File: src/rtl/rr_arbiter_mux.sv
// rr_arbiter_mux
// N-input arbiter feeding a single registered output stage with a
// valid/ready handshake. Round-robin or fixed-priority selection, one word
// per cycle sustained, one cycle from grant to Out_Valid_o.

module rr_arbiter_mux #(
   parameter int NBits     = 32,
   parameter int NChannels = 4,
   parameter int ArbMode   = 0,
   localparam int ChW      = (NChannels > 1) ? $clog2(NChannels) : 1
) (
   input  logic                       clk,
   input  logic                       reset,
   input  logic [NChannels-1:0]       Req_Valid_i,
   input  logic [NChannels*NBits-1:0] Req_Data_i,
   output logic [NChannels-1:0]       Req_Ready_o,
   output logic                       Out_Valid_o,
   output logic [NBits-1:0]           Out_Data_o,
   output logic [ChW-1:0]             Out_Channel_o,
   input  logic                       Out_Ready_i
);

   // Output stage and arbitration pointer
   logic                 r_out_valid;
   logic [NBits-1:0]     r_out_data;
   logic [ChW-1:0]       r_out_channel;
   logic [ChW-1:0]       r_last_grant;

   // Arbitration results
   logic                 w_load;
   logic                 w_found;
   logic                 w_grant;
   logic [ChW-1:0]       w_grant_idx;
   logic [ChW-1:0]       w_cand_idx;
   logic [NChannels-1:0] w_grant_onehot;
   logic [NBits-1:0]     w_ch_data [NChannels];
   int                   w_cand;

   // Split the flat data bus into one word per channel.
   for (genvar g = 0; g < NChannels; g++) begin : g_split
      assign w_ch_data[g] = Req_Data_i[g*NBits +: NBits];
   end

   // The output register can take a new word when empty or being drained.
   assign w_load = ~r_out_valid | Out_Ready_i;

   // Search for the winning channel: upward from the slot after the last
   // grant (round-robin) or upward from channel 0 (fixed priority).
   // last_grant <= NChannels-1, so a single wrap subtraction is enough.
   always_comb begin
      w_found     = 1'b0;
      w_grant_idx = {ChW{1'b0}};
      w_cand      = 0;
      w_cand_idx  = {ChW{1'b0}};
      for (int i = 0; i < NChannels; i++) begin
         if (ArbMode == 1) begin
            w_cand = i;
         end else begin
            w_cand = int'(r_last_grant) + 1 + i;
            if (w_cand >= NChannels) begin
               w_cand = w_cand - NChannels;
            end else begin
               w_cand = w_cand;
            end
         end
         w_cand_idx = ChW'(w_cand);
         if (!w_found && Req_Valid_i[w_cand_idx]) begin
            w_found     = 1'b1;
            w_grant_idx = w_cand_idx;
         end else begin
            w_found     = w_found;
            w_grant_idx = w_grant_idx;
         end
      end
   end

   // A grant is only issued when the output stage can accept and not in reset.
   assign w_grant = w_load & w_found & ~reset;

   // One-hot acceptance strobe back to the winning channel.
   always_comb begin
      w_grant_onehot = {NChannels{1'b0}};
      if (w_grant) begin
         w_grant_onehot[w_grant_idx] = 1'b1;
      end else begin
         w_grant_onehot = {NChannels{1'b0}};
      end
   end

   // Output register: load on grant, empty when drained with nothing
   // pending, otherwise hold. Reset discards any held word and points
   // last_grant at the top channel so channel 0 is favoured next.
   always_ff @(posedge clk) begin
      if (reset) begin
         r_out_valid   <= 1'b0;
         r_out_data    <= {NBits{1'b0}};
         r_out_channel <= {ChW{1'b0}};
         r_last_grant  <= ChW'(NChannels - 1);
      end else if (w_grant) begin
         r_out_valid   <= 1'b1;
         r_out_data    <= w_ch_data[w_grant_idx];
         r_out_channel <= w_grant_idx;
         r_last_grant  <= w_grant_idx;
      end else if (w_load) begin
         r_out_valid   <= 1'b0;
         r_out_data    <= r_out_data;
         r_out_channel <= r_out_channel;
         r_last_grant  <= r_last_grant;
      end else begin
         r_out_valid   <= r_out_valid;
         r_out_data    <= r_out_data;
         r_out_channel <= r_out_channel;
         r_last_grant  <= r_last_grant;
      end
   end

   assign Req_Ready_o   = w_grant_onehot;
   assign Out_Valid_o   = r_out_valid;
   assign Out_Data_o    = r_out_data;
   assign Out_Channel_o = r_out_channel;

endmodule
File: config.mk
export PLATFORM = sky130hd
export DESIGN_NAME = rr_arbiter_mux
export DESIGN_NICKNAME = d
export VERILOG_FILES = /design/src/rtl/rr_arbiter_mux.sv
export SDC_FILE = /design/constraint.sdc
export NUM_CORES = 1
export LEC_CHECK = 0
export BUFFER_PORTS_ARGS = -buffer_cell sky130_fd_sc_hd__buf_2
export CORE_MARGIN = 5
export CORE_UTILIZATION = 32
export DETAILED_ROUTE_END_ITERATION = 8
export REMOVE_ABC_BUFFERS = 1
export SYNTH_ARGS = -nofsm -noshare
export SYNTH_HDL_FRONTEND = slang
export SYNTH_SLANG_ARGS = --single-unit
File: constraint.sdc
create_clock -name clk -period 3.3 [get_ports clk]
set_input_delay 0.825 -clock clk [delete_from_list [all_inputs] [get_ports clk]]
set_output_delay 0.825 -clock clk [all_outputs]
set_load 0.05 [all_outputs]
Word-level counts from Yosys, hierarchy flattened:

Index checks and enable logic that the tools add are counted.

* register bits: 37
* output and inout bits: 39
* word-level logic and storage cells: 65

* add/subtract/negate cells: 8
* $lt $le $gt $ge: 11
* multiplexer cells: 28
* bitwise operators: 6
* reductions and logical operators: 8

Operators with widths (count)
* 32-bit binary-select mux with 2-bit select: 1
* 32-bit 2-to-1 mux: 2
* 2-bit 2-to-1 mux: 8
* 2-bit by 3-bit < comparator with 1-bit output (second input constant): 5
* 4-bit by 3-bit >= comparator with 1-bit output (second input constant): 3
* 1-bit 2-to-1 mux: 11
* 3-bit by 2-bit adder with 4-bit output (second input constant): 2
* 1-bit binary-select mux with 2-bit select: 4
* 2-bit by 1-bit subtractor with 2-bit output (second input constant): 4
* 3-bit >= comparator (second input constant): 2
* 3-bit by 1-bit adder with 4-bit output (second input constant): 1
* 1-bit logical AND: 4
* 4-bit 2-to-1 mux: 1
* 2-bit by 1-bit adder with 3-bit output (second input constant): 1
* 1-bit logical NOT: 3
* 2-bit inverter with 3-bit output: 1
* 1-bit AND: 2
* 1-bit demux with 2-bit select: 1
* 2-bit by 1-bit >= comparator with 1-bit output (second input constant): 1
* 1-bit inverter: 2
* 2-bit nonzero test: 1
* 1-bit bitwise OR: 1

Longest topological paths before layout:

Gate-level depths: netlist of run 1.

* depth in word-level cells: 20
* depth in mapped cells: 8

Worst setup path before layout of run 1:

OpenSTA, ideal clock, no wires.

* kind: input port to output port
* start point: input port Req_Valid_i[2]
* end point: output port Req_Ready_o[1]
* data arrival time: 2.330 ns
* path slack: 0.145 ns
* cell stages on the path: 7
* buffers on the path: 3
* cells stage by stage: nand2b_1 -> a21o_1 -> o311a_1 -> buf_6 -> buf_8 -> buf_4 -> nor2_1

* longest elaborated chain between the ends: 17
* elaborated cells between the ends (all ways): 30
* classes of those cells: 2 x order compare; 19 x mux; 2 x bitwise; 7 x reduce/logical

RTL lines
* start: declaration: RTL line 14 `input logic [NChannels-1:0] Req_Valid_i,`
* 1-bit binary-select mux with 2-bit select: RTL line 67 `if (!w_found && Req_Valid_i[w_cand_idx]) begin`
* 1-bit 2-to-1 mux (implied by the code): RTL line 67
* 1-bit 2-to-1 mux: RTL line 67
* 1-bit logical NOT: RTL line 67
* 1-bit logical AND: RTL line 67
* 1-bit 2-to-1 mux: RTL line 67
* 1-bit logical NOT: RTL line 67
* 1-bit logical AND: RTL line 67
* 1-bit 2-to-1 mux: RTL line 67
* 1-bit logical NOT: RTL line 67
* 1-bit logical AND: RTL line 67
* 2-bit 2-to-1 mux: RTL line 67
* 2-bit by 3-bit < comparator with 1-bit output (implied by the code) / 2-bit by 1-bit >= comparator with 1-bit output (equally long branches): RTL line 84 `w_grant_onehot[w_grant_idx] = 1'b1;`
* 1-bit logical AND (implied by the code): RTL line 84
* 1-bit 2-to-1 mux (implied by the code): RTL line 84
* 1-bit demux with 2-bit select: RTL line 84
* 4-bit 2-to-1 mux *: RTL line 83 `if (w_grant) begin`
* end: declaration: RTL line 16 `output logic [NChannels-1:0] Req_Ready_o,`

Mark *: on every way between the ends. The rest lies on a longest branch, timed or not. The select of a mux whose other input is x is not followed.

Worst setup path in the final report of run 1:

* start point: input port Req_Valid_i[3]
* end point: output port Req_Ready_o[2]

Same word-level chain as after synthesis.

==> results of run 1 <==
==> tightest hold or removal path, cell delays in order (launching register included) <==
cell     delay, ns
dfxtp_1       0.31
nand2_1       0.05
nand2_1       0.05
==> cell families (layout without fill, tap and decap cells) <==
family,count (synthesis),after routing,share of synthesized area
AOI/OAI and AO/OA,50,50,0.153
buffers and inverters,29,191,0.0730
DFF,37,37,0.294
muxes,46,46,0.200
and+or+nand+nor,137,137,0.279
==> layout make-up <==
type | instances | area (sq um) | area share
Multi-Input combinational cell | 233 | 1620 | 0.459
Timing Repair Buffer | 183 | 941 | 0.267
Sequential cell | 37 | 741 | 0.210
Tap cell | 102 | 128 | 0.0362
Clock buffer | 7 | 96.3 | 0.0273
Clock inverter | 1 | 5.00 | 0.00142
==> Yosys cell counts, types with 9 or more instances <==
cell / count / area, sq um
mux2i_1: 23 / 230
nand3b_1: 9 / 67.6
nand2_1: 41 / 154
a211oi_1: 9 / 67.6
buf_2: 14 / 70.1
and2_1: 11 / 68.8
o31ai_1: 9 / 67.6
nand3_1: 46 / 230
mux2_2: 19 / 214
dfxtp_1: 37 / 741
o211ai_1: 19 / 143
and3_1: 10 / 62.6
==> power by group through the flow <==
stage	Clock [mW]	Sequential, mW	Combinational, mW
after global placement	0	0.558	0.745
after global routing	0.379	0.558	0.797
after detailed placement	0	0.559	0.750
after floorplan	0	0.779	0.291
final	0.347	0.549	0.746
after CTS	0.364	0.550	0.752
==> metal layers <==
metal,track usage,vias up,part of all wire
met5,0,-,0
met4,0.0305,0,0.0094
met3,0.0552,9,0.096
met2,0.300,121,0.50
met1,0.183,1299,0.40
li1,-,1413,-
==> per-stage QoR <==
stage	cell area, sq um	setup TNS, ns
after floorplan	2330	-11.09
after global placement	3430	0
after detailed placement	3430	0
after CTS	3530	0
after global routing	3530	0
final	3530	0
==> cell usage in the layout (no fill, tap or decap), drive strengths merged, types with 4 or more instances in the layout <==
cell type	instances
dfxtp	37
buf	183
mux2	23
and3	10
nand2b	4
mux2i	23
nand3b	9
a211oi	9
a221o	4
nor2	8
nand3	46
and2	11
o31ai	9
nand2	41
o211ai	19
clkbuf	7
==> worst min-delay path by stage <==
stage	slack [ns]	cells past startpoint	to	startpoint
2_1_floorplan	0.47	2	r_last_grant[0]	r_last_grant[0]
3_3_place_gp	0.44	2	Out_Channel_o[1]	Out_Channel_o[1]
3_5_place_dp	0.44	2	Out_Channel_o[1]	Out_Channel_o[1]
4_1_cts	0.45	2	Out_Channel_o[1]	Out_Channel_o[1]
5_1_grt	0.47	2	Out_Channel_o[1]	Out_Channel_o[1]
6_report	0.45	2	Out_Channel_o[1]	Out_Channel_o[1]
==> sequential cells by signal, summed over array words and instances, names as in the netlist <==
| name | count |
|---|---|
| Out_Channel_o | 2 |
| Out_Data_o | 32 |
| Out_Valid_o | 1 |
| r_last_grant | 2 |
==> results.toml, run 1 <==
[sta]
achievable-frequency_mhz = 338
timing.final.setup_violations = 0
crit_path_time_final_ns = 2.96
setup_slack_ns = 0.339
finalHoldViolations = 0
timing_worst_slew_pin_value_ns = 0.568
hold_slack_ns = 0.451
layout_worst_path_cycle_share = 0.897
rsz0062_at_grt = "no"
slew_viol_final = 0
timing.max_slew.rel_slack = 0.621
fin_worst_skew_ns = 0.00394

[global_route]
globalRouteTotalUtil = 0.163
grt_pass1_wl_microns = 13200
first_global_vias = 2837
initial_antenna_violation_count = 0
grt_start_max_net_pins = 57
grt_remaining_overflow = 0

[pwr]
p_int_mw = 0.959
p_sw_frac = 0.416
part_of_the_total_power_dissipated_in_sequential_elements = 0.334
clockPowerShare = 0.212
total_leakage_power_nw = 1.69
vdd.ir_drop.worst_mv = 0.194
power.combinational.fraction = 0.454
p_sw_mw = 0.683
power-per-cell-area_mw_per_mm2 = 465
finalPower_mw = 1.64

[placement]
place.port_buffers = 173
dpl_worst_slack_ns = 0.333
dpl.hpwl_microns = 6450
globalplace.congestion = 0.804
placed_cells = 555

[drt]
viasPerCell = 5.05
remaining_drc_errors = 0
routed_wl_microns = 8330
route.detailed.wl_per_inst_microns = 14.8
detail-route-antenna-nets = 0
via_total_after_detailed_routing = 2842
first_pass_iters = 4
drt-initial-drc-count = 77

[floorplanning]
chipWidth_microns = 98.7
die_h_microns = 98.7
io_pins = 174
initial_core_util = 0.328
die_area_sq_mm = 0.00974
rows = 32
design.core.area_sq_mm = 0.00769

[clock_tree]
cts_setup_buffers = 0
postCtsHoldBufs = 0
number_of_clock_sinks = 37
ctsResizeCount = 0
cts.reportedPaths.clkPinSlew_ns = 0.08
cts_buffer_depth = 2
cts_made_buffers = 5
cts.htree.levels = 2
clock_latency_ns = 0.28
clk_root_buffer_cell = "clkbuf_8"
tritoncts = "done"

[layout]
post_route_cells_drive_above_1_share = 0.482
layout.filler_cells = 806
layout.core_utilization = 0.459
areaGrowthSynthToFinish_pct = 40.1
final-instance-count-excl-fill = 563
ant_cells = 0
num-nets-final = 595

[setup_path]
path_class = "in -> out"
rr_worst_depth = 6
crit_chain = "buf_2, nor4_2, or3_1, nor2_1, and2_1, buf_2"
setup.worst_path.start = "Req_Valid_i[3]"
required_ns = 2.47
r2r_setup_slack_ns = 1.03
worst_setup_path_end_kind = "output port"
worstReg2RegEnd = "Out_Data_o[9]"
cpMaxStageDelayCell = "nor4_2"
arrival_ns = 2.14
crit_path_end = "Req_Ready_o[2]"
critical_path_fanouts_max = 5
crit_family = "simple AND/OR/NAND/NOR gates"
timing.critical_path.buf_inv = 2
worst-path-stages = 6
critical-path-max-stage-delay_ns = 0.53
reg2reg_from = "r_last_grant[0]"
cp_common_cell = "buf_2"
timing.critical_path.from_type = "input pin"

[synthesis]
postSynth.topFlopCell = "dfxtp_1"
postSynthCellCount = 299
async_reset_ff_frac = 0
synth_seq_cells = 37
synthesis.area_sq_mm = 0.00252
synth_enable_flop_cells = 0
synth_sequential_area_ratio = 0.294
synth_area_per_cell_sq_um = 8.42
ys_warn_count = 0
post_synth_num_cell_types = 39

[outcome]
outcome = "finished, final reports clean"

[run]
maxCapViolCount = 0

[min_path]
hold_path.class = "reg -> reg"
(Power assumes the default switching activity.)
==> run 2: changes to the inputs <==
--- a/config.mk
+++ b/config.mk
@@ -7,9 +7,11 @@
 export LEC_CHECK = 0
 export BUFFER_PORTS_ARGS = -buffer_cell sky130_fd_sc_hd__buf_2
 export CORE_MARGIN = 5
-export CORE_UTILIZATION = 32
+export CORE_UTILIZATION = 45
 export DETAILED_ROUTE_END_ITERATION = 8
+export PLACE_DENSITY = 0.86
 export REMOVE_ABC_BUFFERS = 1
+export SKIP_LAST_GASP = 1
 export SYNTH_ARGS = -nofsm -noshare
 export SYNTH_HDL_FRONTEND = slang
 export SYNTH_SLANG_ARGS = --single-unit
==> results.toml, run 2 (synthesized netlist as in run 1, its figures left out) <==
[outcome]
outcome = "finished, final reports clean"

[setup_path]
critical_path_fanouts_max = 15
worst_setup_path_end_kind = "output port"
rr_worst_depth = 6
required_ns = 2.47
reg2reg_from = "r_last_grant[0]"
timing.critical_path.from_type = "input pin"
arrival_ns = 2.23
worstReg2RegEnd = "Out_Data_o[9]"
r2r_setup_slack_ns = 1.05
path_class = "in -> out"

[sta]
achievable-frequency_mhz = 327
crit_path_time_final_ns = 3.06
rsz0062_at_grt = "no"
timing_worst_slew_pin_value_ns = 0.690
slew_viol_final = 0
timing.max_slew.rel_slack = 0.540
layout_worst_path_cycle_share = 0.927
fin_worst_skew_ns = 0.00421
timing.final.setup_violations = 0
finalHoldViolations = 0

[clock_tree]
cts_made_buffers = 5
cts_buffer_depth = 2
postCtsHoldBufs = 0
cts.reportedPaths.clkPinSlew_ns = 0.07
number_of_clock_sinks = 37
tritoncts = "done"
cts.htree.levels = 2
clk_root_buffer_cell = "clkbuf_8"
clock_latency_ns = 0.28
cts_setup_buffers = 0
ctsResizeCount = 0

[layout]
most-common-layout-cells = "173 x buf_2, 46 x nand3_1, 41 x nand2_1"
post_route_cells_drive_above_1_share = 0.485
layout.filler_cells = 485
layout.core_utilization = 0.637
num-nets-final = 598
layout_commonest_cell = "buf_2"
areaGrowthSynthToFinish_pct = 38.5
layout.cell_area.non_filler_sq_mm = 0.00349
largest_register_ffs = 32
ant_cells = 0

[global_route]
grt_pass1_wl_microns = 13100
first_global_vias = 2936
grt_remaining_overflow = 0
grt_start_max_net_pins = 57
initial_antenna_violation_count = 0
globalRouteTotalUtil = 0.217

[drt]
remaining_drc_errors = 0
first_pass_iters = 4
viasPerCell = 5.29
via_total_after_detailed_routing = 2837
detail-route-antenna-nets = 0
route.detailed.wl_per_inst_microns = 14.9
drt-initial-drc-count = 84
routed_wl_microns = 8010

[run]
maxCapViolCount = 0

[placement]
place.port_buffers = 173
detailed_place.area_sq_mm = 0.00340
globalplace.congestion = 0.883
dpl.hpwl_microns = 6270

[min_path]
hold_path_depth = 2
hold_path.class = "reg -> reg"
holdPathEnd = "Out_Channel_o[1]"
worst_hold_startpoint = "Out_Channel_o[1]"

[pwr]
vdd.ir_drop.worst_mv = 0.232
finalPower_mw = 1.60
total_leakage_power_nw = 1.69
power-per-cell-area_mw_per_mm2 = 458

[floorplanning]
io_pins = 174
initial_core_util = 0.460
die_h_microns = 84.8
rows = 27
design.core.area_sq_mm = 0.00547
chipWidth_microns = 84.8
die_area_sq_mm = 0.00719
==> run 2: layout make-up <==
| class | count | area, sq um | share of cell area |
|---|---|---|---|
| clock buffers | 5 | 68.8 | 0.0197 |
| flip-flops and latches | 37 | 741 | 0.212 |
| clock inverters | 3 | 17.5 | 0.00502 |
| multi-input cells | 233 | 1610 | 0.461 |
| repair buffers | 186 | 963 | 0.276 |
| well taps | 72 | 90.1 | 0.0258 |
==> run 2: metal layers <==
layer  part of all wire  wire [microns]  GRT usage
met3               0.10             824     0.0728
met5                  0               0          0
met1               0.38            3040      0.236
met4              0.014             112     0.0532
met2               0.50            4030      0.401
==> run 2: stage by stage <==
stage	worst slack [ns]	setup TNS, ns	hold WS (ns)	cells
after global placement	0.298	0	0.436	528
after global routing	0.0947	0	0.470	536
after floorplan	-1.39	-11.09	0.475	270
after detailed placement	0.252	0	0.447	528
final	0.242	0	0.452	536
after CTS	0.245	0	0.457	536
==> run 2: worst max-delay path: stages <==
cell	delay (ns)
buf_2	0.12
o21ai_0	0.15
o221ai_2	0.60
nor2_1	0.14
and2_1	0.19
buf_2	0.20
==> run 2: where the power goes <==
group / total (mW) / leakage [nW] / internal, mW / switching, mW
Sequential: 0.553 / 0.307 / 0.514 / 0.0385
Clock: 0.304 / 0.0439 / 0.146 / 0.158
Combinational: 0.742 / 1.34 / 0.260 / 0.482
==> run 2: how the worst max path moves through the flow <==
stage	slack [ns]	from	endpoint
floorplan	-1.39	Req_Valid_i[2]	Req_Ready_o[1]
global placement	0.30	Req_Valid_i[0]	Req_Ready_o[1]
detailed placement	0.25	Req_Valid_i[0]	Req_Ready_o[1]
CTS	0.25	Req_Valid_i[0]	Req_Ready_o[1]
global route	0.09	Req_Valid_i[0]	Req_Ready_o[2]
finish	0.24	Req_Valid_i[0]	Req_Ready_o[2]
==> run 3: changes to the inputs <==
--- a/config.mk
+++ b/config.mk
@@ -6,6 +6,7 @@
 export NUM_CORES = 1
 export LEC_CHECK = 0
 export BUFFER_PORTS_ARGS = -buffer_cell sky130_fd_sc_hd__buf_2
+export CORE_ASPECT_RATIO = 0.8
 export CORE_MARGIN = 5
 export CORE_UTILIZATION = 45
 export DETAILED_ROUTE_END_ITERATION = 8
==> results.toml, run 3 (synthesized netlist as in run 1, its figures left out) <==
[clock_tree]
cts_made_buffers = 5
clk_root_buffer_cell = "clkbuf_8"
cts_buffer_depth = 2
cts_setup_buffers = 0
postCtsHoldBufs = 0
ctsResizeCount = 0
clock_latency_ns = 0.28
tritoncts = "done"
number_of_clock_sinks = 37
cts.reportedPaths.clkPinSlew_ns = 0.07
cts.htree.levels = 2

[setup_path]
cp_common_cell = "buf_2"
crit_chain = "buf_2, o21ai_0, o221ai_2, nor2_1, and2_1, buf_2"
required_ns = 2.47
timing.critical_path.from_type = "input pin"
worst_setup_path_end_kind = "output port"
path_class = "in -> out"
arrival_ns = 2.10
critical_path_fanouts_max = 5
cpMaxStageDelayCell = "o21ai_0"
critical-path-max-stage-delay_ns = 0.31

[sta]
rsz0062_at_grt = "no"
layout_worst_path_cycle_share = 0.886
setup_slack_ns = 0.377
timing.final.setup_violations = 0
crit_path_time_final_ns = 2.92
timing.max_slew.rel_slack = 0.621
timing_worst_slew_pin_value_ns = 0.569
fin_worst_skew_ns = 0.00793
slew_viol_final = 0
finalHoldViolations = 0
achievable-frequency_mhz = 342

[layout]
areaGrowthSynthToFinish_pct = 38.9
layout.filler_cells = 484
layout_commonest_cell = "buf_2"
most-common-layout-cells = "173 x buf_2, 46 x nand3_1, 41 x nand2_1"
post_route_cells_drive_above_1_share = 0.484
num-nets-final = 599
largest_register_ffs = 32
ant_cells = 0
layout.cell_area.non_filler_sq_mm = 0.00350

[drt]
first_pass_iters = 4
drt-initial-drc-count = 82
detail-route-antenna-nets = 0
viasPerCell = 5.25
via_total_after_detailed_routing = 2850
routed_wl_microns = 8230
route.detailed.wl_per_inst_microns = 15.2
remaining_drc_errors = 0

[placement]
globalplace.congestion = 0.772
place.port_buffers = 173
dpl.hpwl_microns = 6460
detailed_place.area_sq_mm = 0.00342
dpl_worst_slack_ns = 0.408

[global_route]
first_global_vias = 2914
initial_antenna_violation_count = 0
globalRouteTotalUtil = 0.221
grt_pass1_wl_microns = 13200
grt_remaining_overflow = 0
grt_start_max_net_pins = 56

[floorplanning]
design.core.area_sq_mm = 0.00544
initial_core_util = 0.463
chipWidth_microns = 93.6
die_h_microns = 76.9
rows = 24
io_pins = 174
die_area_sq_mm = 0.00720

[pwr]
power-per-cell-area_mw_per_mm2 = 456
total_leakage_power_nw = 1.69
finalPower_mw = 1.60
clockPowerShare = 0.186
p_sw_mw = 0.676
power.combinational.fraction = 0.469
part_of_the_total_power_dissipated_in_sequential_elements = 0.345
p_int_mw = 0.922
p_sw_frac = 0.423
vdd.ir_drop.worst_mv = 0.220

[run]
maxCapViolCount = 0

[outcome]
outcome = "finished, final reports clean"

[min_path]
hold_path.class = "reg -> reg"
[run 3: worst paths after layout]
path	startpoint	end	slack, ns	cells past startpoint
min reg2reg	Out_Channel_o[1]	Out_Channel_o[1]	0.45	2
max	Req_Valid_i[0]	Req_Ready_o[2]	0.38	6
min	Out_Channel_o[1]	Out_Channel_o[1]	0.45	2
max reg2reg	r_last_grant[0]	Out_Data_o[11]	1.22	6
[run 3: final cells by class]
| class | count | area (sq um) | area share |
|---|---|---|---|
| clock buffer | 6 | 72.6 | 0.0207 |
| clock inverter | 2 | 10.0 | 0.00286 |
| multi-input combinational | 233 | 1610 | 0.459 |
| sequential | 37 | 741 | 0.212 |
| tap | 78 | 97.6 | 0.0279 |
| timing repair buffer | 187 | 971 | 0.277 |
[run 3: power by group through the flow]
stage / logic [mW] / clock network, mW / registers (mW)
5_1_grt: 0.799 / 0.326 / 0.559
6_report: 0.749 / 0.297 / 0.551
3_3_place_gp: 0.734 / 0 / 0.557
4_1_cts: 0.750 / 0.310 / 0.551
3_5_place_dp: 0.750 / 0 / 0.560
2_1_floorplan: 0.291 / 0 / 0.779
[run 3: critical path: cells and delay by family]
family                 cells  cell delay [ns]
AND/OR/NAND/NOR            2             0.35
buffers and inverters      2             0.38
AO/OA/AOI/OAI              2             0.54
[run 3: routing by layer]
layer,vias to the layer above,track usage,wire length [microns]
li1,1423,-,-
met1,1306,0.260,3290
met2,117,0.400,4140
met3,4,0.0646,768
met4,0,0.0404,36
met5,-,0,0
[run 3: through the flow]
| step | setup TNS [ns] | utilization | cells | hold WS (ns) |
|---|---|---|---|---|
| after CTS | 0 | 0.644 | 543 | 0.454 |
| final | 0 | 0.644 | 543 | 0.451 |
| after global placement | 0 | 0.629 | 535 | 0.447 |
| after global routing | 0 | 0.644 | 543 | 0.483 |
| after floorplan | -11.09 | - | 270 | 0.475 |
| after detailed placement | 0 | 0.629 | 535 | 0.442 |
